## src/rtl/param_data_path_pkg.sv

```systemverilog
// Shared types for the LC-3b style datapath: control bundle, memory FSM
// states, bus gate indices and the ALU / condition-code types.
package lc3b_types;

  typedef enum logic [1:0] {
    ALU_ADD  = 2'd0,
    ALU_AND  = 2'd1,
    ALU_NOT  = 2'd2,
    ALU_PASS = 2'd3
  } lc3b_aluop;

  typedef logic [2:0] lc3b_nzp;

  typedef enum logic [1:0] {
    MEM_IDLE = 2'd0,
    MEM_RD   = 2'd1,
    MEM_WR   = 2'd2
  } mem_state_t;

  // Bit positions inside ctl.gate
  localparam int GATE_PC     = 0;
  localparam int GATE_MDR    = 1;
  localparam int GATE_ALU    = 2;
  localparam int GATE_MARMUX = 3;

  typedef struct packed {
    logic       ld_ir;
    logic       ld_pc;
    logic       ld_mar;
    logic       ld_mdr;
    logic       ld_reg;
    logic       ld_cc;
    logic       ld_ben;
    logic [3:0] gate;       // {MARMUX, ALU, MDR, PC}
    logic [1:0] pc_sel;     // 0 bus, 1 PC+1, 2 address adder, 3 zero
    lc3b_aluop  aluk;
    logic       sr1_sel;    // 0 ir[8:6], 1 ir[11:9]
    logic       sr2_sel;    // 0 SR2, 1 sext ir[4:0]
    logic       addr1_sel;  // 0 PC, 1 SR1
    logic [1:0] addr2_sel;  // 0 zero, 1 ir[5:0], 2 ir[8:0], 3 ir[10:0]
    logic       dr_sel;     // 0 ir[11:9], 1 top register
    logic       mem_rd;
    logic       mem_wr;
  } dp_ctl_t;

endpackage

```

## src/rtl/param_data_path_mem_ctrl.sv

```systemverilog
// Memory handshake FSM: IDLE -> RD/WR on request, back to IDLE after ack.
// mem_req/mem_we are decoded from state, so an async reset drops them at once.
module dp_mem_ctrl
  import lc3b_types::*;
(
  input  logic clk,
  input  logic rst_n,
  input  logic mem_rd,
  input  logic mem_wr,
  input  logic mem_ack,
  output logic mem_req,
  output logic mem_we,
  output logic busy,
  output logic rd_done
);

  mem_state_t state, state_nxt;

  // State register
  always_ff @(posedge clk or negedge rst_n) begin
    if (!rst_n) state <= MEM_IDLE;
    else        state <= state_nxt;
  end

  // Next state and Moore outputs; write wins when both requests arrive together
  always_comb begin
    state_nxt = state;
    mem_req   = 1'b0;
    mem_we    = 1'b0;
    rd_done   = 1'b0;
    case (state)
      MEM_IDLE: begin
        if (mem_wr)      state_nxt = MEM_WR;
        else if (mem_rd) state_nxt = MEM_RD;
      end
      MEM_RD: begin
        mem_req = 1'b1;
        if (mem_ack) begin
          rd_done   = 1'b1;
          state_nxt = MEM_IDLE;
        end
      end
      MEM_WR: begin
        mem_req = 1'b1;
        mem_we  = 1'b1;
        if (mem_ack) state_nxt = MEM_IDLE;
      end
      default: state_nxt = MEM_IDLE;
    endcase
  end

  assign busy = (state != MEM_IDLE);

endmodule

```

## src/rtl/param_data_path.sv

```systemverilog
// Parameterised LC-3b style datapath: shared bus, PC, IR, MAR, MDR,
// register file, ALU, address adder, condition codes and branch enable.
// Optional build macro DP_BUS_CHECK_EN adds a sticky multi-driver bus flag.
module param_data_path
  import lc3b_types::*;
#(
  parameter int WIDTH  = 16,
  parameter int NREGS  = 8,
  parameter int ADDR_W = 20
) (
  input  logic              Clk,
  input  logic              Reset,
  input  dp_ctl_t           ctl,
  output logic [ADDR_W-1:0] mem_addr,
  output logic [WIDTH-1:0]  mem_wdata,
  input  logic [WIDTH-1:0]  mem_rdata,
  output logic              mem_req,
  output logic              mem_we,
  input  logic              mem_ack,
  output logic              mem_busy,
  output logic [WIDTH-1:0]  ir,
  output lc3b_nzp           nzp,
  output logic              ben,
  output logic              bus_err
);

  localparam int RA_W = $clog2(NREGS);

  logic [WIDTH-1:0]  pc, mdr, bus, alu_out, alu_b, addr1, addr2, addr_sum, sr1, sr2;
  logic [WIDTH-1:0]  rf [NREGS];
  logic [ADDR_W-1:0] mar;
  logic [RA_W-1:0]   sr1_idx, sr2_idx, dr_idx;
  logic              rd_done;

  function automatic lc3b_nzp cc_of(input logic [WIDTH-1:0] v);
    if (v[WIDTH-1])   return 3'b100;
    else if (v == '0) return 3'b010;
    else              return 3'b001;
  endfunction

  assign sr1_idx  = ctl.sr1_sel ? RA_W'(ir[11:9]) : RA_W'(ir[8:6]);
  assign sr2_idx  = RA_W'(ir[2:0]);
  assign dr_idx   = ctl.dr_sel ? RA_W'(NREGS - 1) : RA_W'(ir[11:9]);
  assign sr1      = rf[sr1_idx];
  assign sr2      = rf[sr2_idx];
  assign mem_addr = mar;
  assign mem_wdata = mdr;

  // ALU and address adder; offsets are sign-extended IR fields, carries dropped
  always_comb begin
    alu_b = ctl.sr2_sel ? WIDTH'($signed(ir[4:0])) : sr2;
    alu_out = sr1;
    case (ctl.aluk)
      ALU_ADD:  alu_out = sr1 + alu_b;
      ALU_AND:  alu_out = sr1 & alu_b;
      ALU_NOT:  alu_out = ~sr1;
      ALU_PASS: alu_out = sr1;
      default:  alu_out = sr1;
    endcase
    addr1 = ctl.addr1_sel ? sr1 : pc;
    case (ctl.addr2_sel)
      2'd0:    addr2 = '0;
      2'd1:    addr2 = WIDTH'($signed(ir[5:0]));
      2'd2:    addr2 = WIDTH'($signed(ir[8:0]));
      default: addr2 = WIDTH'($signed(ir[10:0]));
    endcase
    addr_sum = addr1 + addr2;
  end

  // Bus mux: fixed priority PC > MDR > ALU > MARMUX, idle bus reads zero
  always_comb begin
    bus = '0;
    if (ctl.gate[GATE_PC])          bus = pc;
    else if (ctl.gate[GATE_MDR])    bus = mdr;
    else if (ctl.gate[GATE_ALU])    bus = alu_out;
    else if (ctl.gate[GATE_MARMUX]) bus = addr_sum;
  end

  dp_mem_ctrl u_mem_ctrl (
    .clk     (Clk),
    .rst_n   (Reset),
    .mem_rd  (ctl.mem_rd),
    .mem_wr  (ctl.mem_wr),
    .mem_ack (mem_ack),
    .mem_req (mem_req),
    .mem_we  (mem_we),
    .busy    (mem_busy),
    .rd_done (rd_done)
  );

  // Architectural registers; read data from memory takes precedence over ld_mdr
  always_ff @(posedge Clk or negedge Reset) begin
    if (!Reset) begin
      pc  <= '0;
      ir  <= '0;
      mar <= '0;
      mdr <= '0;
      nzp <= 3'b010;
      ben <= 1'b0;
      for (int i = 0; i < NREGS; i++) rf[i] <= '0;
    end else begin
      if (ctl.ld_pc) begin
        case (ctl.pc_sel)
          2'd0:    pc <= bus;
          2'd1:    pc <= pc + 1'b1;
          2'd2:    pc <= addr_sum;
          default: pc <= '0;
        endcase
      end
      if (ctl.ld_ir)  ir  <= bus;
      if (ctl.ld_mar) mar <= ADDR_W'(bus);
      if (rd_done)         mdr <= mem_rdata;
      else if (ctl.ld_mdr) mdr <= bus;
      if (ctl.ld_reg) rf[dr_idx] <= bus;
      if (ctl.ld_cc)  nzp <= cc_of(bus);
      if (ctl.ld_ben) ben <= |(ir[11:9] & nzp);
    end
  end

`ifdef DP_BUS_CHECK_EN
  // Sticky flag: more than one gate bit in any cycle
  always_ff @(posedge Clk or negedge Reset) begin
    if (!Reset)                                bus_err <= 1'b0;
    else if ((ctl.gate & (ctl.gate - 4'd1)) != 4'd0) bus_err <= 1'b1;
  end
`else
  assign bus_err = 1'b0;
`endif

endmodule

```

## config.mk

```make
export PLATFORM = sky130hd
export DESIGN_NAME = param_data_path
export DESIGN_NICKNAME = d
export VERILOG_FILES = /design/src/rtl/param_data_path_pkg.sv /design/src/rtl/param_data_path_mem_ctrl.sv /design/src/rtl/param_data_path.sv
export SDC_FILE = /design/constraint.sdc
export NUM_CORES = 1
export LEC_CHECK = 0
export BUFFER_PORTS_ARGS = -buffer_cell sky130_fd_sc_hd__buf_2
export CORE_ASPECT_RATIO = 0.5
export CORE_UTILIZATION = 45
export CTS_CLUSTER_DIAMETER = 100
export DETAILED_ROUTE_END_ITERATION = 8
export GPL_TIMING_DRIVEN = 0
export PLACE_DENSITY = 0.65
export RECOVER_POWER = 50
export SYNTH_ARGS = -nofsm -noshare
export SYNTH_HDL_FRONTEND = slang
export SYNTH_HIERARCHICAL = 1
export SYNTH_SLANG_ARGS = --single-unit
```

## constraint.sdc

```tcl
create_clock -name Clk -period 5.1 [get_ports Clk]
set_input_delay 0.51 -clock Clk [delete_from_list [all_inputs] [get_ports Clk]]
set_output_delay 0.51 -clock Clk [all_outputs]
set_load 0.005 [all_outputs]
```

Word-level counts from Yosys, hierarchy flattened
Index checks and enable logic that the tools add are counted.

word-level totals
  register bits after elaboration = 198
  input port bits = 42
  output and inout port bits = 60
  word-level logic and storage cells = 82

cells by class
  $add $sub $neg = 3
  $lt $le $gt $ge = 4
  equality and inequality tests = 11
  mux-type cells = 32
  bitwise gates (word level) = 6
  reductions and logical operators = 11

operators with widths
  kind                                                                    count
  16-bit 2-to-1 mux                                                       13
  128-bit bitwise mux                                                     1
  16-bit binary-select mux with 3-bit select                              2
  16-bit case mux with 3 select lines                                     2
  16-bit case mux with 4 select lines                                     1
  16-bit demux with 3-bit select                                          1
  16-bit adder                                                            2
  16-bit by 1-bit adder with 16-bit output (second input constant)        1
  16-bit bitwise AND                                                      1
  16-bit logical NOT                                                      1
  16-bit inverter                                                         1
  4-bit greater-or-equal comparator (second input constant)               3
  3-bit inverter with 4-bit output                                        3
  2-bit equality test (second input constant)                             5
  3-bit 2-to-1 mux                                                        3
  2-bit by 1-bit equality test with 1-bit output (second input constant)  4
  2-bit logical NOT                                                       4
  2-bit 2-to-1 mux                                                        4
  4-bit by 1-bit < comparator with 1-bit output (second input constant)   1
  1-bit 2-to-1 mux                                                        4
  2-bit case mux with 2 select lines                                      1
  2-bit nonzero test                                                      2
  3-bit bitwise AND                                                       1
  3-bit inequality test (second input constant)                           1
  other kinds (5)                                                         5

Logic depth before layout (Yosys ltp)
  word-level depth = 14
  mapped depth = 21

By module
Netlist, hierarchy kept.

modules (own cells, without submodules)
  module           instances  cells an instance  area each (um2)
  param_data_path  1          1,511              13,579.3
  dp_mem_ctrl      1          15                 155.1

Worst setup path before layout
No wires, ideal clock.

  kind = flip-flop to flip-flop
  from = register ir[0]
  to = register nzp[1]
  data arrival time = 4.548 ns
  data required time = 5.039 ns
  path slack = 0.491 ns
  cell stages (with the launch flop) = 18
  path buffers = 3
  clock period less this slack = 4.609 ns
  cells stage by stage = dfrtp_1 > clkbuf_1 > buf_1 > mux4_2 > mux2i_1 > a21oi_1 > ha_1 > buf_6 > a21o_1 > a21o_1 > or3_1 > a32oi_1 > a31oi_1 > or3b_4 > nor4_2 > nand4b_1 > nor4b_2 > a22o_1

on the way
  cells in the longest elaborated chain, start to end = 13

RTL lines
  what                                                       RTL line                                      text
  start, declared                                            param_data_path.sv:21                         output logic [WIDTH-1:0] ir,
  start signal, assigned                                     param_data_path.sv:110                        if (ctl.ld_ir) ir <= bus;
  3-bit inverter with 4-bit output (not written as such)     param_data_path.sv:45                         assign sr2 = rf[sr2_idx];
  16-bit binary-select mux with 3-bit select                 param_data_path.sv:45
  16-bit 2-to-1 mux (not written as such) (2 in a row)       param_data_path.sv:45
  16-bit 2-to-1 mux                                          param_data_path.sv:51                         alu_b = ctl.sr2_sel ? WIDTH'($signed(ir[4:0])) : sr2;
  16-bit adder / 16-bit bitwise AND (equally long branches)  param_data_path.sv:54, param_data_path.sv:55
  16-bit case mux with 4 select lines                        param_data_path.sv:53                         case (ctl.aluk)
  16-bit 2-to-1 mux *                                        param_data_path.sv:75                         else if (ctl.gate[GATE_ALU]) bus = alu_out;
  16-bit 2-to-1 mux *                                        param_data_path.sv:74                         else if (ctl.gate[GATE_MDR]) bus = mdr;
  16-bit 2-to-1 mux *                                        param_data_path.sv:73                         if (ctl.gate[GATE_PC]) bus = pc;
  16-bit logical NOT                                         param_data_path.sv:37                         else if (v == '0) return 3'b010;
  2-bit 2-to-1 mux                                           param_data_path.sv:37
  3-bit 2-to-1 mux *                                         param_data_path.sv:36                         if (v[WIDTH-1]) return 3'b100;
  end signal, assigned                                       param_data_path.sv:115                        if (ctl.ld_cc) nzp <= cc_of(bus);
  end, declared                                              param_data_path.sv:22                         output lc3b_nzp nzp,

Mark *: on every way between the ends. The rest lies on a longest branch, timed or not. The select of a mux whose other input is x is not followed.
A chain may end at the register's enable or synchronous reset.

Final worst setup path
  from = register ir[0]
  to = register rf[91] (netlist bit)

on the way
  cells in the longest elaborated chain, start to end = 11

RTL lines
  what                                                       RTL line                                      text
  3-bit inverter with 4-bit output (not written as such)     param_data_path.sv:45
  16-bit binary-select mux with 3-bit select                 param_data_path.sv:45
  16-bit 2-to-1 mux (not written as such) (2 in a row)       param_data_path.sv:45
  16-bit 2-to-1 mux                                          param_data_path.sv:51
  16-bit adder / 16-bit bitwise AND (equally long branches)  param_data_path.sv:54, param_data_path.sv:55
  16-bit case mux with 4 select lines                        param_data_path.sv:53
  16-bit 2-to-1 mux *                                        param_data_path.sv:75
  16-bit 2-to-1 mux *                                        param_data_path.sv:74
  16-bit 2-to-1 mux *                                        param_data_path.sv:73
  128-bit bitwise mux *                                      param_data_path.sv:114                        if (ctl.ld_reg) rf[dr_idx] <= bus;
  end signal, assigned by index                              param_data_path.sv:114
  end, declared                                              param_data_path.sv:30                         logic [WIDTH-1:0] rf [NREGS];

Marks and branches as above.

==> summary.md <==
| Metric | Value |
|---|---|
| Outcome | `complete, but fails checks` |
| Failing checks | `max-capacitance violations, max-slew violations` |
| Number of diodes | `0` |
| Worst VDD drop | `0.2937 mV` |
| Slew @ Worst Pin | `around 2500 ps` |
| Via count | `between 10000 and 15000` |
| Slew headroom | `-69.04%` |
| Setup WS post-layout | `about 80 ps` |
| #FFs+latches synth | `slightly below 200` |
| RSZ-0062 raised after global routing | `true` |
| Starting Density | `46.54%` |
| TritonCTS Buffers | `17` |
| Post-synth EDFFs | `0` |
| GRT Util Overall | `34.21%` |
| Area of the multi-input gates | `approximately 8300 µm²` |
| Hold_sp | `ctl[16]` |
| Remaining Overflow, GRT | `0` |
| Post-route cell area | `between 15000 and 20000 µm²` |
| Post-DP Area | `between 10000 and 15000 µm²` |
| # nets final | `1746` |
| Max Transition Viols Final | `98` |
| Leak | `0.006916 µW` |
| Hold_buf cts | `0` |
| Tcrit/Tclk final | `98.47%` |
| YS warnings | `6` |
| Core ar. | `about 30000 µm²` |
| Final wirelength | `between 50000 and 60000 µm` |
| Cells after Synth | `approximately 1500` |
| Crit Reg-Reg Startpoint | `ir[0]` |
| Most frequent cells in the layout | `dfrtp_1 (191), nand2_1 (184), o21ai_0 (141)` |
| WP data arrival | `~5400 ps` |
| CP max stage cell | `or4b_2` |
| Row Count | `44` |
| Die H | `about 130 µm` |
| Die outline area | `roughly 31000 µm²` |
| First-pass GRT wire length | `a little under 80000 µm` |
| Cell area power density | `between 700 and 800 nW/µm²` |
| Worst Skew | `18.42 ps` |
| CTS tree | `done` |
| Vias in the first global route | `12730` |
| Mean Syn Cell Area | `roughly 9.0 µm²` |
| Sequential cell area | `a little under 5000 µm²` |
| Port Buf Inserts | `89` |
| Wire per inst | `25.69 µm` |
| Worst Setup SP | `ir[0]` |
| CP peak stage delay | `620 ps` |
| Hold WC Path Type | `input port to register` |
| Layout area overhead | `15.96%` |
| Seq/Total Area, Yosys | `a little over a third` |
| Iteration-0 DRC Markers | `between 1000 and 1500` |
| Fill count | `~2700` |
| 1st-pass router iterations | `6` |
| Critical Path RT | `approximately 5500 ps` |
| Layout cells sized above 1 | `around a quarter` |
| Nature of the critical path endpoint | `register` |
| Dpl ws | `-1173 ps` |
| Cells along the critical path | `clkbuf_4 > mux4_2 > mux2i_2 > a21oi_1 > ha_1 > a211oi_1 > nor3b_1 > nor3_1 > a21boi_0 > or4b_2 > a311oi_1 > a211oi_2 > buf_4 > clkbuf_2 > o21ai_0` |
| Die width | `roughly 250 µm` |
| Via/cell ratio | `6.408` |
| Synth async-reset ratio | `100.0%` |
| CTS max path bufs | `2` |
| Max_cap viols | `1` |
| CP Launch Type | `register` |
| Distinct cells, synth | `97` |
| Crit path max fanout | `10` |
| Max Clk Rate | `between 150 and 200 MHz` |
| Synth Flop Type | `dfrtp_1` |
| Initial antenna violation count | `0` |
| Critical setup path kind | `register to register` |
| I/O Pins | `102` |
| Setup Viol. Count Final | `0` |
| Synthesized cell area | `roughly 14000 µm²` |
| Clk sinks | `198` |
| GPL Wtd Cong | `between 0.9 and 1` |
| H-Tree Depth | `4` |
| Residual DRC | `0` |
| Min Hold Slack | `about 220 ps` |
| Commonest non-fill, non-tap cell in the layout | `dfrtp_1` |
| Clk root buf | `clkbuf_16` |
| Minimum clock period | `5022 ps` |
| Detailed Place HPWL | `39540 µm` |
| CTS clock-pin slew for the worst setup and hold paths | `80 ps` |
| Clock latency on the worst-skew pair | `approximately 470 ps` |
| Routed Antenna Nets | `0` |
| Pin count of the biggest net entering global routing | `102` |
| Final Hold Vio Count | `0` |
[path summary, 6_finish.rpt]
path | endpoint | slack [ps] | depth (start not counted)
min in group asynchronous | mem_addr[7] | 770 | 1
max in group asynchronous | ir[0] | 2600 | 1
min reg2reg | mem_addr[3] | 510 | 1
max reg2reg | rf[91] | 80 | 15
min | ben | 220 | 2
max | rf[91] | 80 | 15
[registers in the layout (all words and copies together), names as in the netlist]
name,flops
rf,128
ir,16
mem_addr,16
mem_wdata,16
pc,16
nzp,3
u_mem_ctrl/state,2
ben,1
[metrics by stage]
stage | TNS (ps) | utilization [%] | total power, µW | std cells
3_3_place_gp | -71780 | 49.76 | 9544 | 2010
6_report | 0 | 53.97 | 12010 | 2071
3_5_place_dp | -68480 | 49.89 | 9693 | 2011
2_1_floorplan | 0 | - | 7393 | 1530
4_1_cts | -3.407 | 52.94 | 11450 | 2054
5_1_grt | -89.31 | 53.97 | 12670 | 2071
[worst max-delay path: cells and delay by family (launching register included)]
family          cells  cell delay, ps
compound gates      6            1420
mux                 2             860
simple gates        3            1000
buf+inv             3             740
flops               1             550
fa+ha+maj           1             340
[final cells by class]
| class | count | share of cell area [%] |
|---|---|---|
| Tap cell | 391 | 3.072 |
| Clock inverter | 15 | 1.477 |
| Buffer | 110 | 3.881 |
| Clock buffer | 17 | 2.671 |
| Timing Repair Buffer | 123 | 4.454 |
| Multi-Input combinational cell | 1177 | 52.34 |
| Inverter | 40 | 0.9427 |
| Sequential cell | 198 | 31.17 |
[what timing repair did]
item / CTS / global route
setup buffers: 13 / 20
endpoints found under the setup margin: 131 / 84
pin swaps: 9 / 21
resized for setup: 52 / 63
[cell families (layout without fill, tap and decap cells)]
family | after synthesis | count (layout) | share of synthesized area, %
and+or+nand+nor | 471 | 471 | 15.70
AOI/OAI and AO/OA | 470 | 470 | 21.82
DFF | 198 | 198 | 36.08
muxes | 168 | 168 | 16.17
buffers and inverters | 155 | 305 | 5.065
adders and majority gates | 37 | 37 | 3.480
xor gates and xnor gates | 26 | 26 | 1.658
other | 1 | 5 | 0.02730
[cell usage after synthesis, types with 7 or more instances]
| cell type | number | area, µm² |
|---|---|---|
| a211o_1 | 8 | 70.07 |
| a221oi_1 | 15 | 131.4 |
| a31oi_1 | 15 | 93.84 |
| mux4_2 | 33 | 743.2 |
| buf_1 | 11 | 41.29 |
| a22oi_1 | 13 | 97.59 |
| a21o_1 | 15 | 112.6 |
| and3_1 | 15 | 93.84 |
| nand3_1 | 21 | 105.1 |
| buf_2 | 18 | 90.09 |
| ha_1 | 35 | 437.9 |
| nor3_1 | 18 | 90.09 |
| a21oi_1 | 121 | 605.6 |
| clkbuf_1 | 71 | 266.5 |
| o21a_1 | 8 | 60.06 |
| o211ai_1 | 19 | 142.6 |
| nor2_1 | 139 | 521.8 |
| xnor2_1 | 14 | 122.6 |
| a211oi_1 | 22 | 165.2 |
| and2_1 | 8 | 50.05 |
| o22ai_1 | 20 | 125.1 |
| inv_1 | 36 | 135.1 |
| o21ai_0 | 143 | 715.7 |
| mux2_2 | 89 | 1002 |
| nand2_1 | 185 | 694.4 |
| mux2i_1 | 42 | 420.4 |
| nor2b_1 | 33 | 206.5 |
| nand2b_1 | 9 | 56.30 |
| buf_4 | 8 | 60.06 |
| o21ai_1 | 7 | 35.03 |
| xor2_1 | 12 | 105.1 |
| dfrtp_1 | 197 | 4930 |
[where the power goes]
group | switching [µW] | internal, µW
clock | 731 | 804
sequential | 805 | 2290
combinational | 4340 | 3040
[layer usage]
metal / vias to the layer above / track usage [%] / routed length [µm]
met5: - / 0 / 92
li1: 5828 / - / -
met4: 4 / 11.11 / 1354
met2: 815 / 50.47 / 22660
met1: 6513 / 47.63 / 22980
met3: 110 / 10.74 / 6117
Power figures use the tool's default switching activity.
